`config.mk`:
```
export PLATFORM = sky130hd
export DESIGN_NAME = m_shiftcounter_p
export DESIGN_NICKNAME = d
export VERILOG_FILES = /design/src/rtl/m_shiftcounter_p.sv
export SDC_FILE = /design/constraint.sdc
export NUM_CORES = 1
export LEC_CHECK = 0
export ABC_AREA = 1
export CAP_MARGIN = 5
export CORE_MARGIN = 4
export CORE_UTILIZATION = 37
export CTS_CLUSTER_SIZE = 12
export DETAILED_ROUTE_END_ITERATION = 7
export GPL_ROUTABILITY_DRIVEN = 0
export GPL_TIMING_DRIVEN = 0
export PLACE_DENSITY_LB_ADDON = 0.05
export RECOVER_POWER = 50
export SYNTH_ARGS = -nofsm -noshare
export SYNTH_HDL_FRONTEND = slang
export SYNTH_SLANG_ARGS = --single-unit
```
`constraint.sdc`:
```
create_clock -name clk -period 1.14 [get_ports clk]
set_clock_uncertainty 0.05 [all_clocks]
set_input_delay 0.228 -clock clk [delete_from_list [all_inputs] [get_ports clk]]
set_output_delay 0.228 -clock clk [all_outputs]
set_load 0.02 [all_outputs]
```
`src/rtl/m_shiftcounter_p.sv`:
```
// CW-bit down counter that sequences multi-cycle shifts and other iterated
// microcode operations, with scaled load, zero-load detection and a busy flag.
module m_shiftcounter_p #(
  parameter int CW    = 5,
  parameter int SCALE = 3
) (
  input  logic          clk,
  input  logic          rst,
  input  logic [1:0]    op,
  input  logic [CW-1:0] ld,
  output logic          lastshift,
  output logic          rlastshift,
  output logic          r_issh0,
  output logic          busy,
  output logic [CW-1:0] cnt,
  output logic          cyone
);

  typedef enum logic [1:0] {
    OP_LOAD  = 2'b00,
    OP_SLOAD = 2'b01,
    OP_COUNT = 2'b10,
    OP_HOLD  = 2'b11
  } op_e;

  if (CW < 2 || CW > 8) begin : g_bad_cw
    $error("m_shiftcounter_p: CW must lie in 2..8");
  end
  if (SCALE < 0 || SCALE > CW - 2) begin : g_bad_scale
    $error("m_shiftcounter_p: SCALE must lie in 0..CW-2");
  end

  op_e           op_t;
  logic [CW-1:0] scaled_val;
  logic [CW-1:0] load_val;

  assign op_t  = op_e'(op);
  assign cyone = 1'b1;

  // Scaled load places ld[1:0] at bit SCALE; SCALE <= CW-2 keeps it in range.
  always_comb begin
    // NOTE: every always_comb output gets a value on every path, so no latch is inferred.
    scaled_val = CW'(ld[1:0]) << SCALE;
    load_val   = (op_t == OP_SLOAD) ? scaled_val : ld;
  end

  // Deliberately independent of ld and rst: only cnt and op feed this path.
  assign lastshift = (op_t == OP_COUNT) && (cnt == '0);

  always_ff @(posedge clk) begin
    // NOTE: non-blocking assignments so every register samples pre-edge values.
    if (rst) begin
      cnt        <= '0;
      rlastshift <= 1'b0;
      r_issh0    <= 1'b0;
      busy       <= 1'b0;
    end else begin
      rlastshift <= lastshift;
      unique case (op_t)
        OP_LOAD, OP_SLOAD: begin
          cnt     <= load_val;
          r_issh0 <= (load_val == '0);
          busy    <= (load_val != '0);
        end
        OP_COUNT: begin
          cnt <= cnt - CW'(1);
          if (lastshift) busy <= 1'b0;
        end
        OP_HOLD: begin
        end
      endcase
    end
  end

endmodule

```
---- Word-level counts from Yosys, hierarchy flattened ----
Index checks and enable logic that the tools add are counted.
word-level totals
  bits in registers ....................... 8
  latch bits .............................. 0
  RAM bits ................................ 0
  bits in read-only memories .............. 0
  output and inout port bits .............. 10
  logic and storage cells ................. 20
  memories kept ........................... 0
operators by class
  add/sub/neg operators ................... 1
  multiply operators ...................... 0
  div/mod/pow operators ................... 0
  $lt $le $gt $ge ......................... 0
  equal/unequal tests ..................... 3
  shift operators ......................... 0
  mux-type cells .......................... 4
  bitwise logic cells ..................... 0
  reduce and logical (&&, ||, !) cells .... 8
operators with widths
  operator                                              count
  zero test 5 bit                                       2
  case mux 5 bit (2 select lines)                       1
  2-to-1 mux 5 bit                                      1
  nonzero test 5 bit                                    1
  subtractor 5 x 1 -> 5 bit (second input constant)     1
  equality test 2 x 1 -> 1 bit (second input constant)  1
  equality test 2 bit (second input constant)           1
  zero test 2 bit                                       1
  inequality test 2 bit (second input constant)         1
  case mux 1 bit (2 select lines)                       1
  AND reduction 2 bit                                   1
  nonzero test 2 bit                                    1
  OR reduction 2 bit                                    1
  logical AND 1 bit                                     1
  2-to-1 mux 1 bit                                      1

---- Depth between registers and ports, before layout ----
Gate-level depths: netlist of run 1.
  depth after elaboration ................. 4
  gate-level depth with buffers ........... 8
  mapped depth without buffers ............ 8

---- Worst setup path before layout of run 1 ----
OpenSTA, ideal clock, no wires.
  path type ............................... reg2out
  start ................................... register cnt[0]
  end ..................................... output port lastshift
  arrival time ............................ 1165 ps
  required time ........................... 862 ps
  slack ................................... -303 ps
  cell stages (with the launch flop) ...... 7
  path buffers ............................ 0
  path through ............................ dfxtp_1 -> inv_1 -> ha_1 -> inv_1 -> nor3_1 -> nand2_2 -> inv_1
between the ends
  cells in the longest elaborated chain, start to end .. 2
ends and longest elaborated chain
  element                 RTL line  text
  start, declared         15        output logic [CW-1:0] cnt,
  start signal, assigned  61        cnt <= load_val;
  start signal, assigned  66        cnt <= cnt - CW'(1);
  zero test 5 bit         48        assign lastshift = (op_t == OP_COUNT) && (cnt == '0);
  logical AND 1 bit       48
  end, declared           11        output logic lastshift,
No other way between the ends.

---- Final worst setup path of run 1 ----
  start ................................... register cnt[1]
  end ..................................... output port lastshift
The elaborated chain is that of the path after synthesis.

==> results of run 1 <==
-- final timing paths --
path / to
setup reg to reg: cnt[4]
hold / removal: r_issh0
hold reg to reg: r_issh0
setup / recovery: lastshift
-- final cells by class --
cell class                      count  area (µm²)
Fill cell                         105       422.9
Tap cell                           14       17.52
Sequential cell                     8       170.2
Clock buffer                        4       26.28
Inverter                           16       65.06
Timing Repair Buffer               23       177.7
Buffer                              2       18.77
Multi-Input combinational cell     48       287.8
-- per-layer routing --
layer / share of wire (%) / GRT usage (%) / vias to the layer above
li1: - / - / 293
met1: 42 / 17.63 / 260
met2: 45 / 22.64 / 26
met3: 8.6 / 2.439 / 5
met4: 4.0 / 14.46 / 0
met5: 0 / 0 / -
-- logic make-up (layout without fill, tap and decap cells) --
family,count (synthesis),in the layout,share of synthesized area [%]
simple gates,34,34,33.08
buf+inv,18,45,15.91
flops,8,8,32.32
other cells,1,1,0.7568
compound gates,12,12,15.41
fa+ha+maj,1,1,2.525
-- synth_stat cells, drive strengths merged --
| master | number | area share (%) |
|---|---|---|
| nand3 | 8 | 8.1 |
| conb | 1 | 0.76 |
| nand2 | 16 | 14 |
| a21oi | 4 | 4.8 |
| o221ai | 1 | 1.8 |
| o22ai | 1 | 1.3 |
| a31oi | 1 | 1.3 |
| ha | 1 | 2.5 |
| nand4 | 1 | 1.3 |
| nor3 | 1 | 1.0 |
| o21ai | 4 | 4.8 |
| nor2 | 7 | 6.8 |
| dfxtp | 8 | 32 |
| buf | 2 | 3.8 |
| o211ai | 1 | 1.5 |
| inv | 16 | 12 |
| or2 | 1 | 1.8 |
-- worst reg2reg max path: stages, from the launching register on --
cell and delay [ns]:
dfxtp_4 0.36, inv_4 0.04, ha_4 0.15, inv_2 0.07, nor3_4 0.04, buf_4 0.13
buf_4 0.12, buf_4 0.12, nand2_1 0.05, nand3_1 0.06, a21oi_1 0.13
-- repair_timing --
action | 4_1_cts | 5_1_grt
endpoints found under the hold margin | 0 | 0
buffers inserted | 8 | 0
gates cloned | 0 | 0
setup endpoints to repair | 17 | 11
resized for setup | 33 | 10
pin swaps | 3 | 3
-- per-stage QoR --
step,std cells,area [µm²],power (µW)
2_1_floorplan,74,525.5,462.1
3_3_place_gp,104,703.2,553.9
3_5_place_dp,104,703.2,555.5
4_1_cts,116,784.5,837.9
5_1_grt,115,763.2,885.7
6_report,115,763.2,828.7
-- sequential cells by signal, indices dropped and copies added, names as in the netlist --
name / flops
r_issh0: 1
cnt: 5
rlastshift: 1
busy: 1
-- power by group --
| part | leakage, µW | internal (µW) | switching [µW] |
|---|---|---|---|
| sequential | 0.0000679 | 299 | 18.6 |
| clock | 0.0000150 | 134 | 106 |
| combinational | 0.000296 | 130 | 141 |
==> results_dict.tcl, run 1 <==
set metrics [dict create \
    routedWlPerCell_um 10.87 \
    cp_slowest_stage_delay_ns 0.35 \
    clk_pin_slew_ns 0.06 \
    startpoint_type "flop" \
    setup_viol 4 \
    core_um2 1186 \
    root_buffer "clkbuf_4" \
    num_antenna_cells 0 \
    ff2ff_setup_slack_ns -0.24 \
    clock_sinks 8 \
    arrival_ns 1.22 \
    nNetsFinal 112 \
    hold_buffers 0 \
    crit_chain "inv_4 -> ha_4 -> inv_2 -> nor3_4 -> nand2_2 -> inv_2 -> buf_6" \
    end_kind "output port" \
    dpl.hpwl_um 880.5 \
    die_h_um 44.60 \
    cts_tree "built" \
    r2r_cells 10 \
    ir_drop_uv 566.3 \
    synth_warnings 0 \
    htreeDepth 1 \
    drt_pass1_iterations 4 \
    rsz0062_at_grt "yes" \
    worst-path-buf-inv 4 \
    grt_start_max_net_pins 9 \
    p_leak_uw 0.0003787 \
    critPathKind "flop to output port" \
    fin_crit_sh_pct 131.6 \
    numPortBuffers 16 \
    failed_checks "negative setup slack" \
    worst_slack_ns -0.3607 \
    hold-worst-slack_ns 0.2208 \
    grt_pass1_wl_um 2090 \
    cp_max_fo 2 \
    drtIter0Drc 17 \
    hold_viol 0 \
    synth_area_um2 495.5 \
    fp.dieArea_um2 1989 \
    routed_wl_um 1250 \
    fin_crit_ns 1.501 \
    die_w_um 44.60 \
    slowest_stage "dfxtp_4" \
    hold_path_depth 3 \
    gr-total-overflow 0 \
    start_util_pct 41.77 \
    cts_inserted_buffers 3 \
    min-delay-path-class "primary input to flop" \
    cp_num_cells 7 \
    antenna_found_initial 0 \
    clkLatencyLatePin_ns 0.26 \
    vias_per_cell 5.078 \
    timing.critical_path.mode_cell "inv_2" \
    drv_slew 0 \
    final_common_cell "nand2_1" \
    r2r_start "cnt[0]" \
    post-route-util_pct 64.35 \
    cp_top_family "flip-flops" \
    power.density_nw_per_um2 1086 \
    max_cap_viol_count 0 \
    cp.required_ns 0.86 \
    antenna_left 0 \
    drive_gt1_share_pct 42.57 \
    pin_count 19 \
    final_cell_mix "11 x nand2_1, 10 x inv_1, 8 x nand3_1, 8 x buf_4, 6 x clkdlybuf4s50_1" \
    status "complete, but fails checks" \
    fmax_mhz 666.4 \
    yosysUniqueCellTypes 23 \
    avgSynthCellArea_um2 6.696 \
    dp_slack_ns -1.023 \
    synthToLayoutAreaGrowth_pct 54.04 \
    ys_seq_area_share_pct 32.32 \
    clk_path_buf_depth 2 \
    drcViolationCount 0 \
    grt_pass1_vias 519 \
    route.vias.total 584 \
    tns_ns -0.7786 \
    grt_usage_pct 15.04 \
    synth_cells 74 \
    synthesis.nets 84 \
    critPathLaunch "cnt[1]" \
    rows 12 \
    hp-start "op[1]" \
    ys_seq_elements 8 \
]
No activity file was read; power rests on OpenSTA's default activity.
==> run 2, diff against run 1 <==
- CORE_MARGIN: 4 -> 2
- SETUP_SLACK_MARGIN: default -> 0.3
==> run 2 against run 1 <==
The run still ends with negative setup slack left. Sequential cell count stayed put. Clock-buffer cell count stayed put. Hold slack got worse by 0.043 ns. Core utilization is 4.3 points higher. Largest power group unchanged. Worst setup slack worse by 0.0015 ns. Via count decreased by 4.8%. Non-clock buffer count is the same. Critical path depth stayed put. Die area down 17%. Global-route usage up 3.0 points. Clock power increased by 3%.
==> results_dict.tcl, run 2 (synthesized netlist as in run 1, its figures left out) <==
set metrics [dict create \
    antenna_left 0 \
    root_buffer "clkbuf_4" \
    synthToLayoutAreaGrowth_pct 75.76 \
    ff2ff_setup_slack_ns -0.15 \
    htreeDepth 1 \
    drcViolationCount 0 \
    hold-worst-slack_ns 0.1773 \
    max_cap_viol_count 0 \
    sequentialPowerShare_pct 36.6 \
    tns_ns -0.6431 \
    drt_pass1_iterations 4 \
    start_util_pct 39.05 \
    p_switching_uw 286.7 \
    dp_slack_ns -0.9937 \
    drtIter0Drc 10 \
    route.vias.total 556 \
    min-delay-path-class "primary input to flop" \
    end_kind "output port" \
    fillers 107 \
    status "complete, but fails checks" \
    timing.critical_path.mode_cell "inv_2" \
    vias_per_cell 4.793 \
    num_antenna_cells 0 \
    r2r_cells 9 \
    drive_gt1_share_pct 57.43 \
    cts_tree "built" \
    ir_drop_uv 776.2 \
    grt_start_max_net_pins 9 \
    die_h_um 40.60 \
    pin_count 19 \
    routed_wl_um 1222 \
    largest_register_ffs 5 \
    worst_slack_ns -0.3622 \
    dpl.hpwl_um 881.8 \
    clockPowerShare_pct 28.3 \
    power.density_nw_per_um2 998.9 \
    fp.dieArea_um2 1648 \
    hp-start "ld[2]" \
    cp.required_ns 0.86 \
    crit_chain "inv_4 -> ha_4 -> inv_2 -> nor3_4 -> nand2_2 -> inv_2 -> buf_6" \
    p_int_uw 583.2 \
    clk_pin_slew_ns 0.07 \
    r2r_start "cnt[1]" \
    routedWlPerCell_um 10.53 \
    slowest_stage "dfxtp_4" \
    critPathLaunch "cnt[1]" \
    drv_slew 0 \
    hold-path-endpoint "cnt[2]" \
    grt_usage_pct 18.01 \
    die_w_um 40.60 \
    nNetsFinal 112 \
    final_cell_mix "9 x nand2_1, 9 x buf_6, 8 x inv_1, 8 x buf_4, 6 x inv_2" \
    fin_crit_sh_pct 131.8 \
    hold_buffers 0 \
    cts_inserted_buffers 3 \
    dp_cells 105 \
    cp_max_fo 2 \
    hold_viol 0 \
    fin_crit_ns 1.502 \
    top_register "cnt" \
    arrival_ns 1.22 \
    clk_path_buf_depth 2 \
    fmax_mhz 665.7 \
    p_leak_uw 0.0004223 \
    setup_viol 4 \
    fin_cells 116 \
    power_frac_comb_pct 35.1 \
    clock_sinks 8 \
    r2r-end "cnt[4]" \
    switching_share_pct 32.96 \
    gr-total-overflow 0 \
    numPortBuffers 16 \
    critPathKind "flop to output port" \
    hold_path_depth 3 \
    clkLatencyLatePin_ns 0.26 \
    antenna_found_initial 0 \
    rsz0062_at_grt "yes" \
    cp_slowest_stage_delay_ns 0.35 \
    rows 13 \
    failed_checks "negative setup slack" \
    grt_pass1_vias 493 \
    startpoint_type "flop" \
    grt_pass1_wl_um 1925 \
    core_um2 1269 \
]
-- run 2: cell count changes in the layout (fill, tap and decap cells not counted), sizes merged --
cell | previous run | this run
buf | 12 | 19
clkdlybuf4s15 | 1 | 0
clkbuf | 9 | 6
dlygate4sd2 | 1 | 4
clkdlybuf4s50 | 6 | 0
-- run 2: repair_timing --
item | CTS | global route
setup endpoints to repair | 17 | 17
buffers inserted | 7 | 0
pin swaps | 13 | 12
gates resized for setup | 81 | 15
endpoints found under the hold margin | 0 | 0
-- run 2: final cells by class --
| type | count | area [µm²] | share of cell area [%] |
|---|---|---|---|
| Sequential cell | 8 | 176.4 | 20.26 |
| Buffer | 2 | 27.53 | 3.161 |
| Multi-Input combinational cell | 48 | 337.8 | 38.79 |
| Tap cell | 15 | 18.77 | 2.155 |
| Timing Repair Buffer | 23 | 219.0 | 25.14 |
| Inverter | 16 | 65.06 | 7.471 |
| Clock buffer | 4 | 26.28 | 3.017 |
-- run 2: metal layers --
| layer | wire length (µm) | part of all wire (%) | vias to the layer above | track usage, % |
|---|---|---|---|---|
| met5 | 0 | 0 | - | 0 |
| li1 | - | - | 288 | - |
| met2 | 630 | 52 | 12 | 31.75 |
| met1 | 539 | 44 | 254 | 20.85 |
| met4 | 5 | 0.41 | 0 | 5.000 |
| met3 | 47 | 3.8 | 2 | 5.000 |
-- run 2: power groups by stage --
stage,clock network [µW],registers [µW],logic [µW]
floorplan,0,345,125
CTS,251,319,282
global route,267,322,333
detailed placement,0,323,242
finish,246,318,306
global placement,0,322,241
-- run 2: how the worst max path moves through the flow --
stage	to	slack, ns	cells past startpoint
final	lastshift	-0.36	7
after global routing	lastshift	-0.42	7
after CTS	lastshift	-0.37	7
after detailed placement	lastshift	-0.99	7
after global placement	lastshift	-1.00	7
after floorplan	lastshift	-0.10	6
-- run 2: worst max-delay path: cells and delay by family (launching register included) --
kind,cells,cell delay (ns)
flops,1,0.35
buf+inv,4,0.26
simple gates,2,0.22
fa+ha+maj,1,0.13
-- run 2: stage by stage --
step / power (µW) / utilization, % / area, µm²
after floorplan: 470.3 / - / 541.8
after global placement: 562.6 / 56.80 / 720.7
after detailed placement: 564.9 / 56.80 / 720.7
after CTS: 851.6 / 66.37 / 842.1
after global routing: 922.2 / 68.64 / 870.8
final: 869.9 / 68.64 / 870.8
